File: src/rtl/multicycle_control.sv
// Moore control FSM for the multicycle MIPS datapath (fetch/decode/execute/memory/writeback),
// with a memory-wait timeout that traps into a bus-error state.
module multicycle_control #(
    parameter logic [7:0] MEM_TIMEOUT = 8'd255
) (
    input  logic       clk,
    input  logic       reset,
    input  logic [5:0] opcode,
    input  logic       zero,
    input  logic       mem_ready,
    output logic       pc_en,
    output logic       iord,
    output logic       mem_read,
    output logic       mem_write,
    output logic       ir_write,
    output logic       reg_dst,
    output logic       mem_to_reg,
    output logic       reg_write,
    output logic       alu_src_a,
    output logic [1:0] alu_src_b,
    output logic [1:0] alu_op,
    output logic [1:0] pc_source,
    output logic       instr_done,
    output logic       illegal,
    output logic       bus_error,
    output logic [3:0] dbg_state
);

    typedef enum logic [3:0] {
        S_FETCH, S_DECODE, S_MEMADR, S_MEMRD, S_MEMWB, S_MEMWR, S_EXEC,
        S_RWB, S_BRANCH, S_JUMP, S_ADDI_EX, S_ADDI_WB, S_ILLEGAL, S_BUSERR
    } state_t;

    localparam logic [5:0] OP_R    = 6'b000000;
    localparam logic [5:0] OP_LW   = 6'b100011;
    localparam logic [5:0] OP_SW   = 6'b101011;
    localparam logic [5:0] OP_BEQ  = 6'b000100;
    localparam logic [5:0] OP_J    = 6'b000010;
    localparam logic [5:0] OP_ADDI = 6'b001000;

    state_t     r_state;
    state_t     w_next_state;
    logic [7:0] r_wait_cnt;
    logic       w_is_wait;
    logic       w_timeout;

    logic       w_pc_write, w_pc_write_cond, w_iord, w_mem_read, w_mem_write, w_ir_write;
    logic       w_reg_dst, w_mem_to_reg, w_reg_write, w_alu_src_a, w_instr_done;
    logic [1:0] w_alu_src_b, w_alu_op, w_pc_source;

    always_ff @(posedge clk or posedge reset) begin
        if (reset) begin
            r_state    <= S_FETCH;
            r_wait_cnt <= 8'd0;
        end else begin
            r_state <= w_next_state;
            // Only a stalled wait state keeps counting; any move clears it for the next wait.
            if (w_is_wait && !mem_ready && (w_next_state == r_state))
                r_wait_cnt <= r_wait_cnt + 8'd1;
            else
                r_wait_cnt <= 8'd0;
        end
    end

    assign w_is_wait = (r_state == S_FETCH) || (r_state == S_MEMRD) || (r_state == S_MEMWR);
    assign w_timeout = (r_wait_cnt == MEM_TIMEOUT);

    // Memory handshake: mem_read/mem_write is a request held constant while the FSM sits in
    // its wait state; the transfer completes in the cycle mem_ready=1 is seen, and the FSM
    // advances on the following edge. No other strobe changes while waiting.
    always_comb begin
        w_next_state    = r_state;
        w_pc_write      = 1'b0;
        w_pc_write_cond = 1'b0;
        w_iord          = 1'b0;
        w_mem_read      = 1'b0;
        w_mem_write     = 1'b0;
        w_ir_write      = 1'b0;
        w_reg_dst       = 1'b0;
        w_mem_to_reg    = 1'b0;
        w_reg_write     = 1'b0;
        w_alu_src_a     = 1'b0;
        w_alu_src_b     = 2'b00;
        w_alu_op        = 2'b00;
        w_pc_source     = 2'b00;
        w_instr_done    = 1'b0;
        case (r_state)
            S_FETCH: begin
                w_mem_read  = 1'b1;
                w_alu_src_b = 2'b01;
                if (mem_ready) begin
                    w_ir_write   = 1'b1;
                    w_pc_write   = 1'b1;
                    w_next_state = S_DECODE;
                end else if (w_timeout) begin
                    w_next_state = S_BUSERR;
                end
            end
            S_DECODE: begin
                w_alu_src_b = 2'b11;
                case (opcode)
                    OP_R:         w_next_state = S_EXEC;
                    OP_LW, OP_SW: w_next_state = S_MEMADR;
                    OP_BEQ:       w_next_state = S_BRANCH;
                    OP_J:         w_next_state = S_JUMP;
                    OP_ADDI:      w_next_state = S_ADDI_EX;
                    default:      w_next_state = S_ILLEGAL;
                endcase
            end
            S_MEMADR: begin
                w_alu_src_a  = 1'b1;
                w_alu_src_b  = 2'b10;
                w_next_state = (opcode == OP_SW) ? S_MEMWR : S_MEMRD;
            end
            S_MEMRD: begin
                w_mem_read = 1'b1;
                w_iord     = 1'b1;
                if (mem_ready)      w_next_state = S_MEMWB;
                else if (w_timeout) w_next_state = S_BUSERR;
            end
            S_MEMWB: begin
                w_reg_write  = 1'b1;
                w_mem_to_reg = 1'b1;
                w_instr_done = 1'b1;
                w_next_state = S_FETCH;
            end
            S_MEMWR: begin
                w_mem_write = 1'b1;
                w_iord      = 1'b1;
                if (mem_ready) begin
                    w_instr_done = 1'b1;
                    w_next_state = S_FETCH;
                end else if (w_timeout) begin
                    w_next_state = S_BUSERR;
                end
            end
            S_EXEC: begin
                w_alu_src_a  = 1'b1;
                w_alu_op     = 2'b10;
                w_next_state = S_RWB;
            end
            S_RWB: begin
                w_reg_write  = 1'b1;
                w_reg_dst    = 1'b1;
                w_instr_done = 1'b1;
                w_next_state = S_FETCH;
            end
            S_BRANCH: begin
                w_alu_src_a     = 1'b1;
                w_alu_op        = 2'b01;
                w_pc_write_cond = 1'b1;
                w_pc_source     = 2'b01;
                w_instr_done    = 1'b1;
                w_next_state    = S_FETCH;
            end
            S_JUMP: begin
                w_pc_write   = 1'b1;
                w_pc_source  = 2'b10;
                w_instr_done = 1'b1;
                w_next_state = S_FETCH;
            end
            S_ADDI_EX: begin
                w_alu_src_a  = 1'b1;
                w_alu_src_b  = 2'b10;
                w_next_state = S_ADDI_WB;
            end
            S_ADDI_WB: begin
                w_reg_write  = 1'b1;
                w_instr_done = 1'b1;
                w_next_state = S_FETCH;
            end
            default: w_next_state = r_state;
        endcase
    end

    // Outputs are forced low while reset is high so an async reset never lets a strobe glitch.
    assign pc_en      = ~reset & (w_pc_write | (w_pc_write_cond & zero));
    assign iord       = ~reset & w_iord;
    assign mem_read   = ~reset & w_mem_read;
    assign mem_write  = ~reset & w_mem_write;
    assign ir_write   = ~reset & w_ir_write;
    assign reg_dst    = ~reset & w_reg_dst;
    assign mem_to_reg = ~reset & w_mem_to_reg;
    assign reg_write  = ~reset & w_reg_write;
    assign alu_src_a  = ~reset & w_alu_src_a;
    assign alu_src_b  = reset ? 2'b00 : w_alu_src_b;
    assign alu_op     = reset ? 2'b00 : w_alu_op;
    assign pc_source  = reset ? 2'b00 : w_pc_source;
    assign instr_done = ~reset & w_instr_done;
    assign illegal    = ~reset & (r_state == S_ILLEGAL);
    assign bus_error  = ~reset & (r_state == S_BUSERR);
    assign dbg_state  = r_state;

endmodule

File: config.mk
export PLATFORM = sky130hd
export DESIGN_NAME = multicycle_control
export DESIGN_NICKNAME = d
export VERILOG_FILES = /design/src/rtl/multicycle_control.sv
export SDC_FILE = /design/constraint.sdc
export NUM_CORES = 1
export LEC_CHECK = 0
export BUFFER_PORTS_ARGS = -buffer_cell sky130_fd_sc_hd__buf_2
export CELL_PAD_IN_SITES_DETAIL_PLACEMENT = 0
export CELL_PAD_IN_SITES_GLOBAL_PLACEMENT = 1
export CORE_MARGIN = 10
export CORE_UTILIZATION = 33
export DETAILED_ROUTE_END_ITERATION = 10
export PLACE_DENSITY_LB_ADDON = 0.12
export SKIP_CTS_REPAIR_TIMING = 1
export SLEW_MARGIN = 20
export SYNTH_ARGS = -nofsm -noshare
export SYNTH_HDL_FRONTEND = slang
export SYNTH_SLANG_ARGS = --single-unit
File: constraint.sdc
create_clock -name clk -period 1.4 [get_ports clk]
set_input_delay 0.07 -clock clk [delete_from_list [all_inputs] [get_ports clk]]
set_output_delay 0.07 -clock clk [all_outputs]
set_load 0.005 [all_outputs]
==> impl_metrics.toml <==
[route]
drt_wl_total_um = 3030
drt-pass1-iter-count = 4
drt_drc_violations_left = 0
drt-initial-drc-count = 23
num_vias = 1118
drtAntennaViolNets = 0
via_per_inst = 4.90
routedWlPerCell_um = 13.3

[timing]
max_freq_mhz = 617
period_share_pct = 116
setup_slack_ps = -222
setup_tns_ps = -2250
tightestPinTransition_ps = 340
finalCriticalPeriod_ps = 1620
report.final.hold_viol_count = 0
fin_worst_hold_slack_ps = 116
finalMaxSlewViolations = 0
slew-limit-headroom_pct = 77.2
finalClockSkew_ps = 11.1
setup_violating_endpoint_count_in_the_final_report = 20
rsz0062_at_grt = "yes"

[logic_synthesis]
post-synth-top-area-fraction_pct = 29.0
dominantRegCellSynth = "sky130_fd_sc_hd__dfrtp_1"
yosysWarnings = 0
synth_seq_area_share_pct = 29.0
ys_seq_elements = 12
synth.avg_cell_area_sq_um = 8.15
gate_count_of_the_mapped_netlist = 127
post-synth-top-area-cell = "sky130_fd_sc_hd__dfrtp_1"
netlist_area_sq_um = 1030
postSynth.asyncResetShare_pct = 100
number_of_enable_flip_flop_cells_after_synthesis = 0
post_synth_main_area_contributors = "sky130_fd_sc_hd__dfrtp_1, sky130_fd_sc_hd__nor2_1, sky130_fd_sc_hd__xor2_1"
synth_cell_type_count = 43
synthesis.nets = 138

[floorplanning]
chipWidth_um = 76.0
core-area_sq_um = 3030
placement_rows = 20
design.portCount = 32
die_height_um = 76.0
design.die.area_sq_um = 5780
initial_core_util_pct = 34.2

[job]
timing.max_cap.violations = 0

[worst_setup_path]
path_buf_inv = 1
cpMaxStageDelayCell = "sky130_fd_sc_hd__or4_4"
worstSetupEndpointType = "output port"
timing.critical_path.arrival_ps = 1550
worst-endpoint-required_ps = 1330
delay_heaviest_family_cp = "simple AND/OR/NAND/NOR gates"
worst-setup-path-type = "register to output port"
path_cells = "or4_4 -> o21bai_4 -> buf_2"
crit_path_max_fo = 5
critical_path.max_stage_delay_ps = 590
critical_path.startpoint_type = "register"

[global_route]
gr-usage-met1_pct = 11.0
grt_first_pass_wirelength_um = 4730
globalRouteMet3Util_pct = 2.48
overflow = 0
antenna_violations_before_repair = 0
grt_pass1_vias = 1047
met2_usage_pct = 16.2
grt_start_max_net_pins = 13
top_usage_layer = "met2"
grt_util_all_layers_pct = 9.62

[layout]
final_cells = 228
layout.filler_cells = 300
area_delta_synth_final_pct = 53.1
diodes = 0
register_area_sq_um = 305
postLayoutCellArea_sq_um = 1580
nNetsFinal = 196
layout-drive-gt1-share_pct = 53.8
multiInputGateArea_sq_um = 759

[power_and_ir_drop]
leakagePower_nw = 0.755
p_sw_share_pct = 41.8
p_int_mw = 1.52
pwr-share-seq_pct = 19.7
power_total_mw = 2.61
clock_power_share_pct = 10.8
p_comb_share_pct = 69.5
p_sw_mw = 1.09
irDropWorstVdd_uv = 680
power-per-cell-area_nw_per_um2 = 1650

[run_status]
violations_in_the_final_reports = "setup timing"
status = "complete, but fails checks"

[place]
numPlacedInstances = 214
gp_congestion = 0.781
place.port_buffers = 31
place_area_sq_um = 1340
hpwl_after_dpl_um = 2330

[worst_hold_path]
worst_hold_path_type = "input port to register"

[cts]
htreeDepth = 1
cts.clk_slew.worst_paths_ps = 80
worstSkewPairLatency_ps = 290
clock_sink_count = 12
clk_path_buf_depth = 2
cts_tree = "done"
tritoncts.num_buffers = 3
cts.root.buffer_cell = "sky130_fd_sc_hd__clkbuf_4"
through the flow:
stage          utilization [%]  setup WS (ps)
2_1_floorplan                -           5.23
3_3_place_gp              44.2          -37.6
3_5_place_dp              44.2          -51.2
4_1_cts                   45.4           -283
5_1_grt                   52.3           -323
6_report                  52.3           -222
synthesized netlist by cell type, drive strengths merged (2+ instances only):
master,count
a21oi,3
a22oi,2
a41oi,2
and3,5
and4,2
buf,7
clkbuf,2
dfrtp,12
inv,5
nand2,10
nand3,3
nand4,2
nor2,23
nor3,9
nor4,2
o211ai,4
o21ai,7
xnor2,3
xor2,7
area by class of cell:
| cell class | instances | share of cell area, % |
|---|---|---|
| tap | 44 | 3.48 |
| multi-input combinational | 101 | 47.9 |
| sequential | 12 | 19.3 |
| inverter | 5 | 1.18 |
| clock buffer | 4 | 2.29 |
| timing repair buffer | 62 | 25.8 |
worst min-delay path, stage by stage:
cell and delay (ps):
sky130_fd_sc_hd__buf_2 140, sky130_fd_sc_hd__o21ai_1 90, sky130_fd_sc_hd__o211ai_1 70
power groups by stage:
stage                     clock, mW  combinational [mW]  sequential, mW
final                         0.282                1.81           0.512
after global placement            0                1.39           0.522
after CTS                     0.286                1.41           0.519
after detailed placement          0                1.41           0.526
after global routing          0.314                1.96           0.519
after floorplan                   0               0.921           0.484
worst paths after layout:
check                      slack, ps  cells after the start            end     startpoint
max reg2reg                     -170                      6   dbg_state[3]   dbg_state[3]
min reg2reg                      550                      2  r_wait_cnt[0]  r_wait_cnt[0]
max in group asynchronous        740                      4   dbg_state[1]          reset
min in group asynchronous        470                      4   dbg_state[0]          reset
min                              120                      3   dbg_state[3]      opcode[1]
max                             -220                      3          pc_en   dbg_state[1]
flip-flops by register name, summed over array words and instances (netlist names):
signal,count
r_wait_cnt,8
dbg_state,4
routing by layer:
metal | part of all wire (%) | vias up | routed length (um)
met5 | 0 | - | 0
met4 | 1.6 | 0 | 47
met3 | 4.1 | 4 | 123
met2 | 50 | 31 | 1530
met1 | 44 | 517 | 1330
li1 | - | 566 | -
cell families after synthesis:
kind of cell	Yosys count	share of synthesized area, %
AOI/OAI and AO/OA	26	19.8
adders and majority gates	1	1.21
DFF	12	29.0
buffers and inverters	14	8.22
xor gates and xnor gates	10	8.46
and+or+nand+nor	64	33.3
placed cells by master (no fill, tap or decap), types with 4 or more instances in the layout:
cell type	count
sky130_fd_sc_hd__buf_2	31
sky130_fd_sc_hd__buf_4	26
sky130_fd_sc_hd__nor2_1	19
sky130_fd_sc_hd__nand2_1	8
sky130_fd_sc_hd__dfrtp_1	8
sky130_fd_sc_hd__xor2_1	7
sky130_fd_sc_hd__nor3_1	5
sky130_fd_sc_hd__and3_1	5
sky130_fd_sc_hd__nor3_2	4
sky130_fd_sc_hd__o21ai_0	4
sky130_fd_sc_hd__dfrtp_2	4
Note: power is estimated with default switching activity, not from simulation.
